===== config.mk =====
export PLATFORM = sky130hd
export DESIGN_NAME = ahb_arbiter
export DESIGN_NICKNAME = d
export VERILOG_FILES = /design/src/rtl/ahb_pkg.sv /design/src/rtl/ahb_arbiter_rr_picker.sv /design/src/rtl/ahb_arbiter.sv
export SDC_FILE = /design/constraint.sdc
export NUM_CORES = 1
export LEC_CHECK = 0
export CORE_AREA = 4 4 134 136
export DETAILED_ROUTE_END_ITERATION = 8
export DIE_AREA = 0 0 138 140
export GPL_ROUTABILITY_DRIVEN = 0
export PLACE_DENSITY = 0.67
export SYNTH_ARGS = -nofsm -noshare
export SYNTH_HDL_FRONTEND = slang
export SYNTH_SLANG_ARGS = --single-unit

===== constraint.sdc =====
create_clock -name Hclk -period 2 [get_ports Hclk]
set_input_delay 0.2 -clock Hclk [delete_from_list [all_inputs] [get_ports Hclk]]
set_output_delay 0.2 -clock Hclk [all_outputs]
set_load 0.02 [all_outputs]

===== src/rtl/ahb_pkg.sv =====
// ---------------------------------------------------------------------------
// ahb_pkg
// Shared AHB definitions used by the arbiter and the AHB2APB bridge slave
// interface: Htrans encodings, arbiter state type and hold-counter width.
// ---------------------------------------------------------------------------
package ahb_pkg;

    localparam logic [1:0] HTRANS_IDLE   = 2'b00;
    localparam logic [1:0] HTRANS_BUSY   = 2'b01;
    localparam logic [1:0] HTRANS_NONSEQ = 2'b10;
    localparam logic [1:0] HTRANS_SEQ    = 2'b11;

    localparam int HOLD_W = 8;

    typedef enum logic {
        ARB_PARK  = 1'b0,
        ARB_OWNED = 1'b1
    } arb_state_t;

    // BUSY and SEQ are the only encodings that continue an existing burst.
    function automatic logic htrans_in_burst(input logic [1:0] trans);
        return (trans == HTRANS_BUSY) || (trans == HTRANS_SEQ);
    endfunction

endpackage


===== src/rtl/ahb_arbiter_rr_picker.sv =====
// ---------------------------------------------------------------------------
// rr_picker
// Combinational cyclic first-one search. Starting at i_last+1 and wrapping,
// returns the index of the first set bit of i_req. i_last itself is checked
// last, so a lone requester that is also the last owner is still found.
//
// Ports:
//   i_req   [NUM_M-1:0]  request vector
//   i_last  [MW-1:0]     index the search starts after
//   o_idx   [MW-1:0]     selected index (0 when o_vld is low)
//   o_vld                at least one request present
// ---------------------------------------------------------------------------
module rr_picker
    import ahb_pkg::*;
#(
    parameter  int NUM_M = 4,
    localparam int MW    = $clog2(NUM_M)
) (
    input  logic [NUM_M-1:0] i_req,
    input  logic [MW-1:0]    i_last,
    output logic [MW-1:0]    o_idx,
    output logic             o_vld
);

    // Walk the offsets from farthest to nearest so the nearest hit is the
    // one that survives; no early exit needed.
    always_comb begin
        o_idx = '0;
        o_vld = 1'b0;
        for (int k = NUM_M; k >= 1; k--) begin
            if (i_req[(int'(i_last) + k) % NUM_M]) begin
                o_idx = MW'((int'(i_last) + k) % NUM_M);
                o_vld = 1'b1;
            end
        end
    end

endmodule


===== src/rtl/ahb_arbiter.sv =====
// ---------------------------------------------------------------------------
// ahb_arbiter
// Round-robin arbiter sharing the AHB2APB bridge slave port between up to
// four AHB masters. Grants address-phase ownership, never splits a burst,
// bounds ownership with a hold timer, and routes write data from the master
// that owns the data phase.
//
// Ports:
//   Hclk, Hresetn         clock, asynchronous active-low reset
//   Hbusreq   [NUM_M]     per-master bus request
//   Htrans_m  [2*NUM_M]   per-master Htrans (master i at [2i+1:2i])
//   Haddr_m   [32*NUM_M]  per-master address
//   Hwrite_m  [NUM_M]     per-master write flag
//   Hwdata_m  [32*NUM_M]  per-master write data
//   Hreadyout             ready from the bridge
//   Hgrant    [NUM_M]     registered one-hot grant
//   Hmaster   [MW]        registered address-phase owner
//   Htrans/Haddr/Hwrite   address/control of Hmaster
//   Hwdata                write data of the data-phase owner
//   Hreadyin              Hreadyout looped back to masters and bridge
// ---------------------------------------------------------------------------
module ahb_arbiter
    import ahb_pkg::*;
#(
    parameter  int NUM_M    = 4,
    parameter  int PARK_M   = 0,
    parameter  int MAX_HOLD = 16,
    localparam int MW       = $clog2(NUM_M)
) (
    input  logic                Hclk,
    input  logic                Hresetn,
    input  logic [NUM_M-1:0]    Hbusreq,
    input  logic [2*NUM_M-1:0]  Htrans_m,
    input  logic [32*NUM_M-1:0] Haddr_m,
    input  logic [NUM_M-1:0]    Hwrite_m,
    input  logic [32*NUM_M-1:0] Hwdata_m,
    input  logic                Hreadyout,
    output logic [NUM_M-1:0]    Hgrant,
    output logic [MW-1:0]       Hmaster,
    output logic [1:0]          Htrans,
    output logic [31:0]         Haddr,
    output logic                Hwrite,
    output logic [31:0]         Hwdata,
    output logic                Hreadyin
);

    localparam logic [MW-1:0]     LP_PARK     = MW'(PARK_M);
    localparam logic [HOLD_W-1:0] LP_MAX_HOLD = HOLD_W'(MAX_HOLD);

    arb_state_t        r_state,  w_state_nxt;
    logic [MW-1:0]     r_master, w_master_nxt;
    logic [MW-1:0]     r_last,   w_last_nxt;
    logic [MW-1:0]     r_dmaster;
    logic [NUM_M-1:0]  r_grant,  w_grant_nxt;
    logic [HOLD_W-1:0] r_hold,   w_hold_nxt;

    logic [1:0]        w_owner_trans;
    logic              w_owner_req;
    logic [NUM_M-1:0]  w_owner_oh;
    logic              w_others_req;
    logic              w_hold_expired;
    logic              w_arb_point;
    logic [MW-1:0]     w_pick_last;
    logic [MW-1:0]     w_pick_idx;
    logic              w_pick_vld;

    // ---------------- owner status ----------------
    assign w_owner_trans  = Htrans_m[2*int'(r_master) +: 2];
    assign w_owner_req    = Hbusreq[r_master];
    assign w_owner_oh     = NUM_M'(1) << r_master;
    assign w_others_req   = |(Hbusreq & ~w_owner_oh);
    assign w_hold_expired = (r_hold >= LP_MAX_HOLD);

    // Only a non-burst beat with the bus ready may change ownership.
    assign w_arb_point = Hreadyout && !htrans_in_burst(w_owner_trans) &&
                         (!w_owner_req || (w_hold_expired && w_others_req));

    // While parked, r_master sits on PARK_M, so the rotation resumes from
    // the last real owner held in r_last.
    assign w_pick_last = (r_state == ARB_PARK) ? r_last : r_master;

    rr_picker #(
        .NUM_M (NUM_M)
    ) u_picker (
        .i_req  (Hbusreq),
        .i_last (w_pick_last),
        .o_idx  (w_pick_idx),
        .o_vld  (w_pick_vld)
    );

    // ---------------- next-state ----------------
    always_comb begin
        w_state_nxt  = r_state;
        w_master_nxt = r_master;
        w_last_nxt   = r_last;
        w_hold_nxt   = r_hold;

        if (Hreadyout) begin
            unique case (r_state)
                ARB_PARK: begin
                    if (w_pick_vld) begin
                        w_state_nxt  = ARB_OWNED;
                        w_master_nxt = w_pick_idx;
                        w_last_nxt   = w_pick_idx;
                    end
                    w_hold_nxt = '0;
                end
                ARB_OWNED: begin
                    if (w_arb_point) begin
                        if (w_pick_vld) begin
                            // Picking the current owner means it is the only
                            // requester: it keeps the bus with a fresh count.
                            w_master_nxt = w_pick_idx;
                            w_last_nxt   = w_pick_idx;
                        end else begin
                            w_state_nxt  = ARB_PARK;
                            w_master_nxt = LP_PARK;
                        end
                        w_hold_nxt = '0;
                    end else if (!w_hold_expired) begin
                        w_hold_nxt = r_hold + HOLD_W'(1);
                    end
                end
                default: begin
                    w_state_nxt  = ARB_PARK;
                    w_master_nxt = LP_PARK;
                    w_hold_nxt   = '0;
                end
            endcase
        end
    end

    always_comb begin
        w_grant_nxt = '0;
        for (int i = 0; i < NUM_M; i++) begin
            w_grant_nxt[i] = (w_master_nxt == MW'(i));
        end
    end

    // ---------------- registers ----------------
    always_ff @(posedge Hclk or negedge Hresetn) begin
        if (!Hresetn) begin
            r_state   <= ARB_PARK;
            r_master  <= LP_PARK;
            r_last    <= LP_PARK;
            r_dmaster <= LP_PARK;
            r_grant   <= NUM_M'(1) << LP_PARK;
            r_hold    <= '0;
        end else begin
            r_state  <= w_state_nxt;
            r_master <= w_master_nxt;
            r_last   <= w_last_nxt;
            r_grant  <= w_grant_nxt;
            r_hold   <= w_hold_nxt;
            // The address-phase owner of this beat owns the next data phase.
            if (Hreadyout) begin
                r_dmaster <= r_master;
            end
        end
    end

    // ---------------- bridge-side muxes ----------------
    assign Hgrant   = r_grant;
    assign Hmaster  = r_master;
    assign Htrans   = w_owner_trans;
    assign Haddr    = Haddr_m[32*int'(r_master) +: 32];
    assign Hwrite   = Hwrite_m[r_master];
    assign Hwdata   = Hwdata_m[32*int'(r_dmaster) +: 32];
    assign Hreadyin = Hreadyout;

endmodule


==> report_table.html <==
<table>
<tr><th>Metric</th><th>Value</th></tr>
<tr><th colspan="2">Status</th></tr>
<tr><td>Status</td><td>finished with violations</td></tr>
<tr><td>Violated checks</td><td>negative setup slack</td></tr>
<tr><th colspan="2">Routing</th></tr>
<tr><td>Count of antenna-violating nets left after detailed routing</td><td>0</td></tr>
<tr><td>Via count</td><td>3575</td></tr>
<tr><td>Routed len/inst</td><td>20.1 µm</td></tr>
<tr><td>Detailed Route Iter0 Violations</td><td>105</td></tr>
<tr><td>DRC violation count after routing</td><td>0</td></tr>
<tr><td>Average vias per placed instance</td><td>4.56</td></tr>
<tr><td>Iteration count of the initial detailed-routing pass</td><td>4</td></tr>
<tr><td>Total routed wirelength</td><td>15800 µm</td></tr>
<tr><th colspan="2">Place</th></tr>
<tr><td>Half-perimeter wire length after placement</td><td>13100 µm</td></tr>
<tr><td>Buffers added on ports</td><td>348</td></tr>
<tr><td>Placed Area</td><td>6590 µm²</td></tr>
<tr><th colspan="2">STA</th></tr>
<tr><td>Worst-Margin Slew</td><td>0.501 ns</td></tr>
<tr><td>Hold violation count in the final report</td><td>0</td></tr>
<tr><td>Number of pins exceeding their max-slew limit in the final report</td><td>0</td></tr>
<tr><td>Max Freq</td><td>465 MHz</td></tr>
<tr><td>Setup skew after layout</td><td>0.00121 ns</td></tr>
<tr><td>Setup TNS</td><td>-0.827 ns</td></tr>
<tr><td>Worst slew margin</td><td>66.5%</td></tr>
<tr><td>Worst hold slack after final layout</td><td>0.286 ns</td></tr>
<tr><td>Setup repair after global routing missed its margin</td><td>true</td></tr>
<tr><td>Final period utilization</td><td>108%</td></tr>
<tr><td>Shortest period the worst path allows</td><td>2.15 ns</td></tr>
<tr><td>Final setup viols</td><td>10</td></tr>
<tr><td>Crit path setup slack, layout</td><td>-0.150 ns</td></tr>
<tr><th colspan="2">GRT</th></tr>
<tr><td>Largest net degree at the start of global routing</td><td>35</td></tr>
<tr><td>Initial antenna violation count</td><td>1</td></tr>
<tr><td>First-pass GRT wire length</td><td>22900 µm</td></tr>
<tr><td>Total global routing overflow</td><td>0</td></tr>
<tr><td>Global router's overall resource usage</td><td>14.8%</td></tr>
<tr><td>Via count of the first global-routing pass</td><td>3988</td></tr>
<tr><th colspan="2">Clocking</th></tr>
<tr><td>Register clock-pin slew on the reported worst setup and hold paths</td><td>0.05 ns</td></tr>
<tr><td>Clock net sink count</td><td>19</td></tr>
<tr><td>Maximum root-to-sink buffer count</td><td>2</td></tr>
<tr><td>Clock insertion delay at the later pin of the skew report</td><td>0.25 ns</td></tr>
<tr><td>H-tree depth reported by CTS</td><td>1</td></tr>
<tr><td>CTS tree</td><td>built</td></tr>
<tr><td>Buffer cell driving the clock tree root</td><td>sky130_fd_sc_hd__clkbuf_16</td></tr>
<tr><td>Num CTS Buffers</td><td>3</td></tr>
<tr><th colspan="2">Floorplan</th></tr>
<tr><td>Number of rows created at floorplan</td><td>48</td></tr>
<tr><td>Boundary Pins</td><td>349</td></tr>
<tr><td>Core Region</td><td>16900 µm²</td></tr>
<tr><td>Width of the die</td><td>138 µm</td></tr>
<tr><td>Overall die area</td><td>19300 µm²</td></tr>
<tr><td>Y dimension of the die</td><td>140 µm</td></tr>
<tr><td>Effective utilization at floorplan</td><td>15.7%</td></tr>
<tr><th colspan="2">Final layout</th></tr>
<tr><td>Fraction of layout cells with a size suffix above 1</td><td>33.7%</td></tr>
<tr><td>Post-route design area</td><td>6870 µm²</td></tr>
<tr><td>Post-synthesis to final-layout area growth</td><td>159%</td></tr>
<tr><td>Area taken by flip-flops and latches</td><td>480 µm²</td></tr>
<tr><td>Net count of the finished layout</td><td>836</td></tr>
<tr><td>Area of the multi-input gates</td><td>2210 µm²</td></tr>
<tr><td>Filler Cell Count</td><td>1586</td></tr>
<tr><th colspan="2">Critical path</th></tr>
<tr><td>Delay-heaviest family, CP</td><td>multiplexers</td></tr>
<tr><td>Launch point of the worst reg-to-reg path</td><td>Hmaster[0]</td></tr>
<tr><td>Origin of the worst setup path</td><td>Hmaster[0]</td></tr>
<tr><td>Buffers plus inverters on the worst setup path</td><td>3</td></tr>
<tr><td>Sort of element at the end of the critical path</td><td>flop</td></tr>
<tr><td>Crit path max-delay cell type</td><td>sky130_fd_sc_hd__mux4_2</td></tr>
<tr><td>Maximum cell stage delay along the critical path</td><td>0.55 ns</td></tr>
<tr><td>Critical-path maximum fanout</td><td>4</td></tr>
<tr><td>Arrival time worst endpoint</td><td>2.29 ns</td></tr>
<tr><td>Critical Path Source Type</td><td>flop</td></tr>
<tr><td>Worst path cell trace</td><td>buf_12 &gt; buf_8 &gt; mux4_2 &gt; buf_6 &gt; o32a_4 &gt; and2_4 &gt; or2_1</td></tr>
<tr><td>Crit Path Category</td><td>flop to flop</td></tr>
<tr><td>Worst EP required</td><td>2.13 ns</td></tr>
<tr><th colspan="2">Yosys</th></tr>
<tr><td>Synthesized netlist net count</td><td>461</td></tr>
<tr><td>Synth top area cells</td><td>sky130_fd_sc_hd__mux4_2 (58%), sky130_fd_sc_hd__dfrtp_1 (17%), sky130_fd_sc_hd__buf_2 (1.7%)</td></tr>
<tr><td>Number of distinct standard cells referenced by the synthesized netlist</td><td>47</td></tr>
<tr><td>Synthesis Warnings</td><td>0</td></tr>
<tr><td>Cell count after synthesis</td><td>184</td></tr>
<tr><td>Avg Inst Size Synth</td><td>14.4 µm²</td></tr>
<tr><td>Count of flip-flops with a built-in enable after synthesis</td><td>0</td></tr>
<tr><td>Mapped Area</td><td>2650 µm²</td></tr>
<tr><td>Post-synthesis share of cell area spent on and, or, nand and nor gates</td><td>7.22%</td></tr>
<tr><td>Cell type contributing the most total cell area after synthesis</td><td>sky130_fd_sc_hd__mux4_2</td></tr>
<tr><td>Top cell types by occurrence after synthesis</td><td>sky130_fd_sc_hd__mux4_2 (68), sky130_fd_sc_hd__dfrtp_1 (18), sky130_fd_sc_hd__buf_2 (9), sky130_fd_sc_hd__nand2_1 (9), sky130_fd_sc_hd__clkbuf_1 (8)</td></tr>
<tr><td>Largest family of logic cells by synthesized area</td><td>multiplexers</td></tr>
<tr><td>Synth top area share</td><td>57.7%</td></tr>
<tr><td>Async set-reset flop share out of synthesis</td><td>100%</td></tr>
<tr><td>Post-synthesis share of cell area spent on xor and xnor gates</td><td>0%</td></tr>
<tr><td>Compound-cell area share of the yosys netlist</td><td>9.43%</td></tr>
<tr><td>Sequential share of the synthesized area</td><td>18.0%</td></tr>
<tr><td>Mux contribution to synthesized area</td><td>59.8%</td></tr>
<tr><td>Seq cells post-synth</td><td>19</td></tr>
<tr><td>Synth Flop Type</td><td>sky130_fd_sc_hd__dfrtp_1</td></tr>
<tr><td>Synth Area in Adders</td><td>0.943%</td></tr>
<tr><td>Library cell with the highest instance count after synthesis</td><td>sky130_fd_sc_hd__mux4_2</td></tr>
<tr><th colspan="2">Power</th></tr>
<tr><td>Largest voltage drop on the vdd net</td><td>438 µV</td></tr>
<tr><td>P_sw</td><td>2.96 mW</td></tr>
<tr><td>Sequential share of power</td><td>10.1%</td></tr>
<tr><td>LEAKAGE</td><td>2.62 nW</td></tr>
<tr><td>Clk network pwr share</td><td>6.0%</td></tr>
<tr><td>Total power density per cell area</td><td>1000 nW/µm²</td></tr>
<tr><td>Combinational share of power</td><td>83.9%</td></tr>
<tr><td>Cell Int Power</td><td>3.94 mW</td></tr>
<tr><td>Switching power as a share of total power</td><td>42.9%</td></tr>
<tr><th colspan="2">Worst hold path</th></tr>
<tr><td>Worst hold path class</td><td>input pin to asynchronous set/reset pin</td></tr>
<tr><th colspan="2">Flow run</th></tr>
<tr><td>Max-capacitance violation count</td><td>0</td></tr>
</table>
-- stage by stage --
step | worst slack (ns) | util [%] | instances | power, mW
after floorplan | -0.0485 | - | 184 | 3.72
after global placement | -0.172 | 38.9 | 765 | 6.22
after detailed placement | -0.267 | 38.9 | 765 | 6.29
after CTS | -0.142 | 39.8 | 778 | 6.59
after global routing | -0.197 | 40.6 | 784 | 7.27
final | -0.150 | 40.6 | 784 | 6.90
-- cell type report --
cell class	count	area share, %
Inverter	6	0.328
Antenna cell	1	0.0364
Clock buffer	4	1.15
Tap cell	225	4.10
Sequential cell	19	6.99
Timing Repair Buffer	391	55.2
Multi-Input combinational cell	138	32.2
-- state kept, by name, indices dropped and copies added, names as in the netlist --
signal     count
r_hold         8
Hgrant         4
Hmaster        2
r_dmaster      2
r_last         2
r_state        1
-- power by group through the flow --
stage                     Clock [mW]  Combinational (mW)  Sequential (mW)
after floorplan                    0                3.07            0.653
after global placement             0                5.52            0.703
after detailed placement           0                5.57            0.714
after CTS                      0.410                5.50            0.684
after global routing           0.437                6.13            0.710
final                          0.415                5.79            0.696
-- timing repair --
action | in CTS | in global routing
endpoints found under the setup margin | 82 | 46
gates cloned | 1 | 3
pin swaps | 4 | 12
endpoints found under the hold margin | 0 | 0
gates resized for setup | 162 | 62
setup buffers | 9 | 3
hold buffers | 0 | 0
-- cell families (layout without fill, tap and decap cells) --
group                    count (synthesis)  in the layout
other                                    0              1
AO/OA/AOI/OAI                           31             31
flip-flops                              19             19
AND/OR/NAND/NOR                         32             32
multiplexers                            73             73
buffers and inverters                   27            401
adder cells (fa/ha/maj)                  2              2
-- path summary, 6_finish.rpt --
path | slack (ns) | cells after the start | to
max | -0.15 | 7 | Hmaster[1]
min | 0.29 | 1 | r_hold[0]
max reg2reg | -0.15 | 7 | Hmaster[1]
min reg2reg | 0.53 | 1 | r_hold[7]
max in group asynchronous | 1.12 | 2 | Hgrant[0]
min in group Hclk | 0.53 | 1 | r_hold[7]
-- metal layers --
metal	part of all wire [%]	global-route usage, %
met4	1.5	2.96
met3	8.6	3.62
met2	55	29.1
met5	0	0
met1	35	16.2
-- placed cells by master, fill, tap and decap left out, drive strengths merged, types with 4 or more instances in the layout --
| cell type | n |
|---|---|
| clkdlybuf4s50 | 281 |
| clkbuf | 22 |
| clkdlybuf4s15 | 17 |
| mux4 | 68 |
| buf | 63 |
| inv | 6 |
| o21ai | 4 |
| dlygate4sd2 | 12 |
| nand2 | 9 |
| a21oi | 5 |
| and2 | 5 |
| dfrtp | 18 |
-- worst reg2reg max path, cell delays in order, from the launching register on --
cell and delay (ns):
sky130_fd_sc_hd__dfrtp_2 0.40, sky130_fd_sc_hd__buf_12 0.12, sky130_fd_sc_hd__buf_8 0.10, sky130_fd_sc_hd__mux4_2 0.55, sky130_fd_sc_hd__buf_6 0.15, sky130_fd_sc_hd__o32a_4 0.37
sky130_fd_sc_hd__and2_4 0.16, sky130_fd_sc_hd__or2_1 0.20
Note: power is estimated with default switching activity, not from simulation.
